===== src/rtl/ask_envelope_demodulator_pkg.sv =====
// Shared widths, mid-scale constant and bit-length lookup for the ASK envelope demodulator.
package ask_envelope_demodulator_pkg;

   localparam int SAMPLE_W  = 12;
   localparam int MAG_W     = 11;
   localparam int MID_SCALE = 2048;
   localparam int LEN_W     = 24;

   // Same bit_rate_sel encoding as the PRBS generator feeding the modulator.
   function automatic logic [LEN_W-1:0] bit_len_lookup(input logic [1:0] sel,
                                                        input int unsigned len0,
                                                        input int unsigned len1,
                                                        input int unsigned len2,
                                                        input int unsigned len3);
      case (sel)
         2'd0:    return LEN_W'(len0);
         2'd1:    return LEN_W'(len1);
         2'd2:    return LEN_W'(len2);
         default: return LEN_W'(len3);
      endcase
   endfunction

endpackage


===== src/rtl/ask_peak_window.sv =====
// Rectifies offset-binary ASK samples and reports the peak magnitude of each window.
module ask_peak_window
   import ask_envelope_demodulator_pkg::*;
#(
   parameter int WIN_LEN = 256
) (
   input  logic                clk,
   input  logic                reset,
   input  logic [SAMPLE_W-1:0] sample_in,
   input  logic                sample_valid,
   output logic [MAG_W-1:0]    envelope,
   output logic                env_valid
);

   localparam int CNT_W = $clog2(WIN_LEN);
   localparam logic [SAMPLE_W:0] MAG_MAX = (SAMPLE_W+1)'((1 << MAG_W) - 1);

   // Offset removal is done signed; the single 2048 result (sample 0) clips to 2047.
   function automatic logic [MAG_W-1:0] rectify_sat(input logic [SAMPLE_W-1:0] s);
      logic signed [SAMPLE_W:0] diff;
      logic        [SAMPLE_W:0] abs_v;
      diff  = $signed({1'b0, s}) - $signed((SAMPLE_W+1)'(MID_SCALE));
      abs_v = (diff < 0) ? (SAMPLE_W+1)'(-diff) : (SAMPLE_W+1)'(diff);
      return (abs_v > MAG_MAX) ? MAG_MAX[MAG_W-1:0] : abs_v[MAG_W-1:0];
   endfunction

   logic [MAG_W-1:0] mag_p0;
   logic [MAG_W-1:0] peak_max_p0;
   logic [MAG_W-1:0] peak;
   logic [CNT_W-1:0] win_cnt;

   always_comb begin
      mag_p0      = rectify_sat(sample_in);
      peak_max_p0 = (mag_p0 > peak) ? mag_p0 : peak;
   end

   // p0 -> p1: peak hold and window close
   always_ff @(posedge clk or posedge reset) begin
      if (reset) begin
         peak      <= '0;
         win_cnt   <= '0;
         envelope  <= '0;
         env_valid <= 1'b0;
      end else begin
         env_valid <= 1'b0;
         if (sample_valid) begin
            if (win_cnt == CNT_W'(WIN_LEN - 1)) begin
               envelope  <= peak_max_p0;
               env_valid <= 1'b1;
               peak      <= '0;
               win_cnt   <= '0;
            end else begin
               peak      <= peak_max_p0;
               win_cnt   <= win_cnt + 1'b1;
            end
         end
      end
   end

endmodule


===== src/rtl/ask_envelope_demodulator.sv =====
// ASK receive path: envelope peak detect, hysteresis slicer, bit timing recovery and lock.
module ask_envelope_demodulator
   import ask_envelope_demodulator_pkg::*;
#(
   parameter int WIN_LEN  = 256,
   parameter int THR_HI   = 1024,
   parameter int THR_LO   = 512,
   parameter int BIT_LEN0 = 5000,
   parameter int BIT_LEN1 = 10000,
   parameter int BIT_LEN2 = 25000,
   parameter int BIT_LEN3 = 50000,
   parameter int MAX_RUN  = 32
) (
   input  logic                clk,
   input  logic                reset,
   input  logic [SAMPLE_W-1:0] sample_in,
   input  logic                sample_valid,
   input  logic [1:0]          bit_rate_sel,
   output logic [MAG_W-1:0]    envelope,
   output logic                env_valid,
   output logic                level,
   output logic                data_out,
   output logic                data_valid,
   output logic                bit_clock,
   output logic                lock
);

   localparam int RUN_W = $clog2(MAX_RUN + 1);

   logic [LEN_W-1:0] bit_len;
   logic [LEN_W-1:0] half_len;
   logic [LEN_W-1:0] phase;
   logic [LEN_W-1:0] phase_next;
   logic [RUN_W-1:0] run_cnt;
   logic             edge_pend;
   logic             strobe;

   ask_peak_window #(
      .WIN_LEN(WIN_LEN)
   ) u_peak_window (
      .clk          (clk),
      .reset        (reset),
      .sample_in    (sample_in),
      .sample_valid (sample_valid),
      .envelope     (envelope),
      .env_valid    (env_valid)
   );

   always_comb begin
      bit_len  = bit_len_lookup(bit_rate_sel, BIT_LEN0, BIT_LEN1, BIT_LEN2, BIT_LEN3);
      half_len = bit_len >> 1;
      if (edge_pend)
         phase_next = '0;
      else if (phase >= bit_len - 1'b1)
         phase_next = '0;
      else
         phase_next = phase + 1'b1;
      strobe = sample_valid && !edge_pend && (phase == half_len);
   end

   // p1 -> p2: slicer; an edge stays pending until a valid sample consumes it
   always_ff @(posedge clk or posedge reset) begin
      if (reset) begin
         level     <= 1'b0;
         edge_pend <= 1'b0;
      end else begin
         if (env_valid && (envelope >= MAG_W'(THR_HI)) && !level) begin
            level     <= 1'b1;
            edge_pend <= 1'b1;
         end else if (env_valid && (envelope < MAG_W'(THR_LO)) && level) begin
            level     <= 1'b0;
            edge_pend <= 1'b1;
         end else if (sample_valid) begin
            edge_pend <= 1'b0;
         end
      end
   end

   // p2 -> p3: phase recovery, mid-bit strobe and lock tracking
   always_ff @(posedge clk or posedge reset) begin
      if (reset) begin
         phase      <= '0;
         bit_clock  <= 1'b0;
         data_out   <= 1'b0;
         data_valid <= 1'b0;
         lock       <= 1'b0;
         run_cnt    <= '0;
      end else begin
         data_valid <= 1'b0;
         if (sample_valid) begin
            phase     <= phase_next;
            bit_clock <= (phase_next < half_len);
            if (edge_pend) begin
               lock    <= 1'b1;
               run_cnt <= '0;
            end else if (strobe) begin
               data_out   <= level;
               data_valid <= 1'b1;
               if (run_cnt < RUN_W'(MAX_RUN))
                  run_cnt <= run_cnt + 1'b1;
               if (run_cnt >= RUN_W'(MAX_RUN - 1))
                  lock <= 1'b0;
            end
         end
      end
   end

endmodule


===== config.mk =====
export PLATFORM = sky130hd
export DESIGN_NAME = ask_envelope_demodulator
export DESIGN_NICKNAME = d
export VERILOG_FILES = /design/src/rtl/ask_envelope_demodulator_pkg.sv /design/src/rtl/ask_peak_window.sv /design/src/rtl/ask_envelope_demodulator.sv
export SDC_FILE = /design/constraint.sdc
export NUM_CORES = 1
export LEC_CHECK = 0
export CAP_MARGIN = 10
export CORE_AREA = 5 5 98 100
export DETAILED_ROUTE_END_ITERATION = 10
export DIE_AREA = 0 0 103 105
export GPL_ROUTABILITY_DRIVEN = 0
export PLACE_DENSITY = 0.76
export RECOVER_POWER = 100
export SLEW_MARGIN = 20
export SYNTH_ARGS = -nofsm -noshare
export SYNTH_HDL_FRONTEND = slang
export SYNTH_HIERARCHICAL = 1
export SYNTH_SLANG_ARGS = --single-unit

===== constraint.sdc =====
create_clock -name clk -period 3.9 [get_ports clk]
set_input_delay 0.78 -clock clk [delete_from_list [all_inputs] [get_ports clk]]
set_output_delay 0.78 -clock clk [all_outputs]
set_load 0.02 [all_outputs]

# Word level (Yosys, flattened, before mapping)
# Index checks and enable logic that the tools add are counted.
# totals
out_inout_bits	17
reg_bits	67
elab_cells	74
input_bits	17
# classes
n_reduce_logical	18
muxes	24
n_bitwise	1
add_sub_neg	6
n_eq_ne	4
n_lt_le_gt_ge	9
# op_table
cell	count
2-to-1 mux 24 bit	2
one-hot mux 16 bit (3 select lines)	1
2-to-1 mux 11 bit	3
adder 24 x 1 -> 24 bit, second input constant	1
== test 24 x 23 -> 1 bit	1
greater-or-equal comparator 24 bit	1
less-than comparator 24 x 23 -> 1 bit	1
subtractor 24 x 1 -> 24 bit, second input constant	1
2-to-1 mux 6 bit	3
> comparator 13 x 11 -> 1 bit, second input constant	1
less-than comparator 13 x 1 -> 1 bit, second input constant	1
2-to-1 mux 1 bit	13
2-to-1 mux 13 bit	1
negator 13 bit	1
subtractor 12 x 12 -> 13 bit, second input constant	1
greater-or-equal comparator 11 bit, second input constant	1
> comparator 11 bit	1
less-than comparator 11 x 10 -> 1 bit, second input constant	1
AND reduction 3 bit	3
adder 8 x 1 -> 8 bit, second input constant	1
== test 8 bit, second input constant	1
2-to-1 mux 8 bit	1
nonzero test 2 bit	4
adder 6 x 1 -> 6 bit, second input constant	1
other kinds (10)	16

# Longest topological paths before layout
# Gate-level depths: netlist of run 1.
# logic_depth
depth_word	8
depth_mapped	21
ltp_nobuf	18

# Modules after synthesis
# The synthesis of run 1 kept the hierarchy.
# by_module_without_submodules
module	area_each_um2	seq_area_each_um2	cells_each	n_inst
ask_envelope_demodulator	2871.5	900.9	319	1
ask_peak_window	2130.8	775.7	229	1

# Least setup slack after synthesis of run 1
# OpenSTA, ideal clock, no wires.
# synth_timing
path_type	in2reg
start	in bit_rate_sel[0]
end	reg bit_clock
arrival_time_ps	4030
required_time_ps	3835
setup_slack_ps	-195
setup_ps	65
cell_stages	21
n_path_buf	3
cell_sequence	inv_1 -> ha_1 -> nor2_1 -> xnor2_1 -> nand2_1 -> ha_1 -> a211oi_1 -> nor2_1 -> o311ai_1 -> nand3_2 -> buf_2 -> buf_6 -> buf_2 -> nor2_1 -> ha_1 -> a21o_1 -> a211oi_1 -> a21oi_1 -> a41oi_1 -> or4_1 -> o221a_2
# synth_via
elab_chain_len	7
elab_cells_between_ends	9
classes_between	add/sub: 1; order compare: 2; eq/ne: 2; mux: 3; reduce/logical: 1
# synth_lines
item	line	text
start: declaration	ask_envelope_demodulator.sv:18	input logic [1:0] bit_rate_sel,
== test 2 bit, or another cell as far along	ask_envelope_demodulator_pkg.sv:15	case (sel)
one-hot mux 16 bit (3 select lines) *	ask_envelope_demodulator_pkg.sv:15	
subtractor 24 x 1 -> 24 bit *	ask_envelope_demodulator.sv:54	else if (phase >= bit_len - 1'b1)
greater-or-equal comparator 24 bit *	ask_envelope_demodulator.sv:54	
2-to-1 mux 24 bit *	ask_envelope_demodulator.sv:54	
2-to-1 mux 24 bit *	ask_envelope_demodulator.sv:52	if (edge_pend)
net phase_next[5]	ask_envelope_demodulator.sv:33	logic [LEN_W-1:0] phase_next;
less-than comparator 24 x 23 -> 1 bit *	ask_envelope_demodulator.sv:92	bit_clock <= (phase_next < half_len);
end signal: assignment	ask_envelope_demodulator.sv:92	
end: declaration	ask_envelope_demodulator.sv:24	output logic bit_clock,
# The timed path passes the listed nets; every way through them passes the cells marked *.
# A chain may end at the register's enable or synchronous reset.

# Final worst setup path of run 1
# Ends and elaborated chain as after synthesis.

==> results of run 1 <==
## layout make-up
type	instances	share of cell area, %
Clock buffer	10	2.251
Clock inverter	6	1.146
Inverter	42	2.701
Multi-Input combinational cell	413	51.38
Sequential cell	67	27.42
Tap cell	108	2.210
Timing Repair Buffer	96	12.89
## state kept, by name, summed over array words and instances, names as in the netlist
| register | count |
|---|---|
| u_peak_window/peak | 11 |
| u_peak_window/envelope | 11 |
| lock | 1 |
| edge_pend | 1 |
| bit_clock | 1 |
| data_valid | 1 |
| level | 1 |
| u_peak_window/env_valid | 1 |
| phase | 24 |
| u_peak_window/win_cnt | 8 |
| data_out | 1 |
| run_cnt | 6 |
## worst max-delay path by stage
stage | slack (ns) | depth (start not counted) | end | start
floorplan | -0.03 | 21 | bit_clock | bit_rate_sel[0]
global placement | -0.45 | 19 | bit_clock | bit_rate_sel[0]
detailed placement | -0.59 | 19 | bit_clock | bit_rate_sel[0]
CTS | 0.009 | 19 | bit_clock | bit_rate_sel[1]
global route | -0.03 | 19 | bit_clock | bit_rate_sel[0]
finish | 0.16 | 16 | bit_clock | bit_rate_sel[0]
## power breakdown
| group | internal (mW) | leakage (nW) | total, mW | switching (mW) |
|---|---|---|---|---|
| sequential | 0.804 | 0.879 | 0.953 | 0.149 |
| combinational | 0.427 | 1.95 | 0.908 | 0.482 |
| clock | 0.318 | 0.107 | 0.611 | 0.293 |
| total | 1.55 | 2.94 | 2.47 | 0.923 |
## stage by stage
stage	cell area, sq um	hold slack (ns)	instances	TNS (ns)
floorplan	5094	0.4601	548	-0.02648
global placement	5878	0.4763	724	-2.642
detailed placement	5878	0.4878	724	-3.802
CTS	6092	0.5019	741	0
global route	6115	0.5327	742	-0.03046
finish	6115	0.5021	742	0
## per-layer routing
layer,track usage (%),wire (um),vias up,part of all wire (%)
li1,-,-,2164,-
met1,35.29,5962,2190,46
met3,5.197,734,27,5.6
met4,6.846,238,2,1.8
met2,38.22,6083,158,47
met5,0,13,-,0.10
## cells in the mapped netlist, drive strengths merged (6+ instances only)
cell type	number	area, sq um
dfrtp	67	1677
nor2	51	198.9
ha	46	575.6
inv	42	157.7
nand2	31	121.4
o21ai	31	155.2
nor2b	20	125.1
xnor2	16	140.1
a22o	15	131.4
clkbuf	15	58.81
nand3	15	80.08
nand4	15	93.84
a21oi	13	65.06
nor3	12	86.34
xor2	12	105.1
and2	11	68.82
buf	11	67.56
and3	9	61.31
mux2i	8	80.08
or3	8	50.05
a32o	7	70.07
a221oi	6	70.07
nor4	6	67.56
## logic make-up after synthesis
logic type,after synthesis,synth area share (%)
simple gates,199,22.64
mux,10,2.051
compound gates,130,19.71
xor+xnor,28,4.902
buf+inv,68,5.678
flops,67,33.52
fa+ha+maj,46,11.51
## worst max-delay path: stages
cell and delay [ns]:
clkbuf_2 0.11, buf_4 0.16, ha_2 0.19, o21bai_4 0.17, o211a_1 0.21, ha_1 0.18
a21o_1 0.18, a211oi_2 0.23, o211a_4 0.18, nand3_2 0.16, buf_4 0.24, nor2_1 0.12
ha_1 0.26, a21o_1 0.17, a2111oi_0 0.43, o221a_2 0.25
## what timing repair did
item                                   4_1_cts  5_1_grt
endpoints found under the hold margin        0        0
pin swaps                                    4        7
gates resized for setup                      4       12
setup buffers                                1        1
setup endpoints to repair                    1       11
==> reports/metrics.cfg, run 1 <==
[outcome]
status = finished with violations
violations = max-capacitance violations, max-slew violations

[layout]
regArea_sq_um = 1677
num_antenna_cells = 0
final_common_cell = dfrtp_1
nets = 692
area_growth_pct = 22.24
utilization_pct = 71.16
layout_common_cells = dfrtp_1, buf_4, nor2_1, inv_1, ha_1
drive_gt1_share_pct = 19.56
nFillCells = 652
multiInputGateArea_sq_um = 3142

[yosys]
synth-seq-area-share_pct = 33.52
syn_avg_cell_area_sq_um = 9.128
yosysWarnings = 6
synthArstFlopShare_pct = 100.0
synth_area_sq_um = 5002
synth_edf_count = 0
syn_inst = 548
syn-num-nets = 611
yosysUniqueCellTypes = 73
synth-seq-cells = 67
synthFlopType = dfrtp_1

[power]
finalPower_mw = 2.472
power.leakage_nw = 2.941
ir_drop_uv = 315.3
powerDensity_nw_per_um2 = 404.3

[floorplan]
ioPinCount = 34
start_util_pct = 58.21
die_x_um = 103
rows = 34
coreArea_sq_um = 8593
dieArea_sq_um = 10820
die-height_um = 105

[min_path]
holdPathEnd = phase[18]
hold_path.class = flip-flop to flip-flop
holdPathStages = 1
holdCritStartpoint = phase[18]

[clocking]
cts_buffer_depth = 2
cts-root-buf = clkbuf_8
cts_made_buffers = 9
clk_pin_slew_ns = 0.08
insertion_delay_ns = 0.35
cts_tree = yes
clock_sinks = 67
h-tree-depth = 3
hold_buffers = 0

[route]
route.antenna.remaining_nets = 0
num_vias = 4541
drt_iter0_markers = 286
dr.pass1.iters = 5
wl_um = 13030
viasPerCell = 6.120
wl_per_cell_um = 17.56
drc = 0

[setup_path]
cp_data_required_time_ns = 4.19
worstSetupStartpointType = input port
reg2reg_from = phase[5]
regToRegEndpoint = bit_clock
r2r_cells = 11
critPathCaptureType = flip-flop
path_class = input port to flip-flop
arrival_ns = 4.03
r2r_slack_ns = 0.60
critPathMaxFanout = 13

[global_routing]
grt_start_max_net_pins = 37
antenna_found_initial = 1
grt_pass1_vias = 4543
grt_pass1_wl_um = 21670
grt_overflow = 0
track_usage_pct = 24.85

[sta]
timing.final.ws_setup_ns = 0.1602
rsz0062_at_grt = true
hold_violations = 0
fin_skew_ns = 0.01198
finalMaxSlewViolations = 37
post-route-period-util_pct = 95.89
worstMarginPinSlew_ns = 2.072
slew_headroom_pct = -38.16
setup-violations-final = 0
finalCriticalPeriod_ns = 3.740
fmax_mhz = 267.4

[flow_run]
maxCapViolCount = 1

[place]
hpwl_um = 9521
io_buffers = 33
post-place-ws_ns = -0.5934

No activity file was read; power rests on OpenSTA's default activity.
==> inputs of run 2 (changes only) <==
CORE_AREA = 5 5 94 104   (was 5 5 98 100)
DIE_AREA = 0 0 99 109   (was 0 0 103 105)
==> run 2 against run 1 <==
The flow still finishes with violations (max-capacitance violations, max-slew violations). Worst hold slack got worse by 0.0024 ns. Register-to-register slack better by 0.09 ns. Die area decreased by 0.22%. Cell count rose by 0.54%. Total power shrank 2.7%. Sequential share of layout area increased by 0.34 points. Clock power about the same. Setup slack improved by 0.032 ns. Largest power group unchanged. Highest routed layer is now met4.
==> reports/metrics.cfg, run 2 (same netlist as run 1, synthesis figures left out) <==
[outcome]
status = finished with violations
violations = max-capacitance violations, max-slew violations

[setup_path]
regToRegEndpoint = bit_clock
reg2reg_from = phase[5]
path_class = input port to flip-flop
cp_data_required_time_ns = 4.14
arrival_ns = 3.94
cpPeakStageDelay_ns = 0.48
worstPathCellList = clkbuf_2, buf_4, ha_2, o21bai_4, o211a_1, ha_1, a21o_1, a211oi_2, o211a_4, nand3_2, buf_6, nor2_1, ha_1, nand2_1, a21oi_1, a41oi_1, or4_1, o221a_2
cp_top_family = compound AO/OA/AOI/OAI gates
crit_slowest_cell = or4_1
crit_top_cell = ha_1
worst-path-buf-inv = 3
r2r_cells = 13
worstSetupStartpointType = input port
critPathMaxFanout = 7
r2r_slack_ns = 0.69
critPathCaptureType = flip-flop

[power]
ir_drop_uv = 301.8
powerDensity_nw_per_um2 = 398.2
finalPower_mw = 2.405
power.leakage_nw = 2.892

[floorplan]
start_util_pct = 57.54
die_x_um = 99
die-height_um = 109
rows = 36
coreArea_sq_um = 8693
ioPinCount = 34
dieArea_sq_um = 10790

[min_path]
holdCritStartpoint = u_peak_window/win_cnt[6]
hold_path.class = flip-flop to flip-flop
holdPathEnd = u_peak_window/win_cnt[6]
holdPathStages = 1

[sta]
finalMaxSlewViolations = 69
fmax_mhz = 269.7
setup-violations-final = 0
hold_violations = 0
post-route-period-util_pct = 95.08
rsz0062_at_grt = false
slew_headroom_pct = -31.42
worstMarginPinSlew_ns = 1.971
finalCriticalPeriod_ns = 3.708
fin_skew_ns = 0.01846

[global_routing]
grt_start_max_net_pins = 37
grt_pass1_wl_um = 20870
antenna_found_initial = 0
grt_overflow = 0
track_usage_pct = 23.77
grt_pass1_vias = 4512

[route]
drc = 0
top_layer = met4
wl_um = 12130
wl_per_cell_um = 16.27
viasPerCell = 5.984
drt-met1-wl_um = 4984
num_vias = 4464
drt_iter0_markers = 162
dr.pass1.iters = 5
wl_met2_um = 6113
route.antenna.remaining_nets = 0
met3_length_um = 555

[layout]
area_growth_pct = 20.74
nets = 690
fin_area_sq_um = 6040
nFillCells = 694
final_common_cell = dfrtp_1
final_cell_count_no_fill = 746
drive_gt1_share_pct = 17.41
layout_common_cells = dfrtp_1, buf_4, nor2_1, inv_1, ha_1
num_antenna_cells = 0
largest-register = phase
largest_reg_flops = 24
reg_top3 = phase x24, u_peak_window/envelope x11, u_peak_window/peak x11

[place]
placedInstanceArea_sq_um = 5863
io_buffers = 33
dp_cells = 727
hpwl_um = 9183

[clocking]
insertion_delay_ns = 0.36
cts_buffer_depth = 2
cts_made_buffers = 9
clock_sinks = 67
h-tree-depth = 3
cts_tree = yes
hold_buffers = 0
clk_pin_slew_ns = 0.08
cts-root-buf = clkbuf_8

[flow_run]
maxCapViolCount = 2

[run 2: cell count changes in the layout (fill, tap and decap cells not counted), sizes merged]
cell,delta
clkinvlp,+1
clkinv,-2
clkdlybuf4s50,+1
inv,+2
clkbuf,+6
buf,-9
dlymetal6s2s,-1
[run 2: per-stage QoR]
stage               util (%)  hold WS (ns)  setup slack (ns)  TNS [ns]
finish                 69.47        0.4997            0.1918         0
global route           69.47        0.5343           0.01393         0
CTS                    70.02        0.5052           0.05731         0
detailed placement     67.44        0.4887           -0.5882    -3.073
global placement       67.44        0.4815           -0.4530    -2.110
floorplan                  -        0.4601          -0.02648  -0.02648
[run 2: repair_timing]
| action | 4_1_cts | 5_1_grt |
|---|---|---|
| buffers inserted | 3 | 0 |
| gates resized for setup | 3 | 9 |
| setup endpoints to repair | 1 | 16 |
| gates cloned | 0 | 0 |
| pin swaps | 4 | 3 |
[run 2: worst max-delay path by stage]
| stage | from | endpoint | cells after the start |
|---|---|---|---|
| 2_1_floorplan | bit_rate_sel[0] | bit_clock | 21 |
| 3_3_place_gp | bit_rate_sel[0] | bit_clock | 19 |
| 3_5_place_dp | bit_rate_sel[0] | bit_clock | 18 |
| 4_1_cts | bit_rate_sel[0] | bit_clock | 19 |
| 5_1_grt | sample_in[1] | u_peak_window/envelope[1] | 13 |
| 6_report | bit_rate_sel[0] | bit_clock | 18 |
[run 2: metal layers]
metal,global-route usage (%),vias up
li1,-,2164
met1,28.91,2129
met2,40.79,133
met3,4.159,38
met4,11.51,0
met5,0,-
[run 2: layout make-up]
cell class	count	area [sq um]	area share (%)
Multi-Input combinational cell	413	3100	51.34
Sequential cell	67	1677	27.76
Timing Repair Buffer	94	750.7	12.43
Inverter	42	165.2	2.735
Tap cell	114	142.6	2.362
Clock buffer	9	123.9	2.051
Clock inverter	7	80.08	1.326
[run 2: where the power goes]
| part | switching [mW] | internal, mW | total (mW) | leakage [nW] |
|---|---|---|---|---|
| Sequential | 0.136 | 0.804 | 0.940 | 0.879 |
| Combinational | 0.455 | 0.399 | 0.854 | 1.91 |
| Clock | 0.306 | 0.305 | 0.611 | 0.103 |
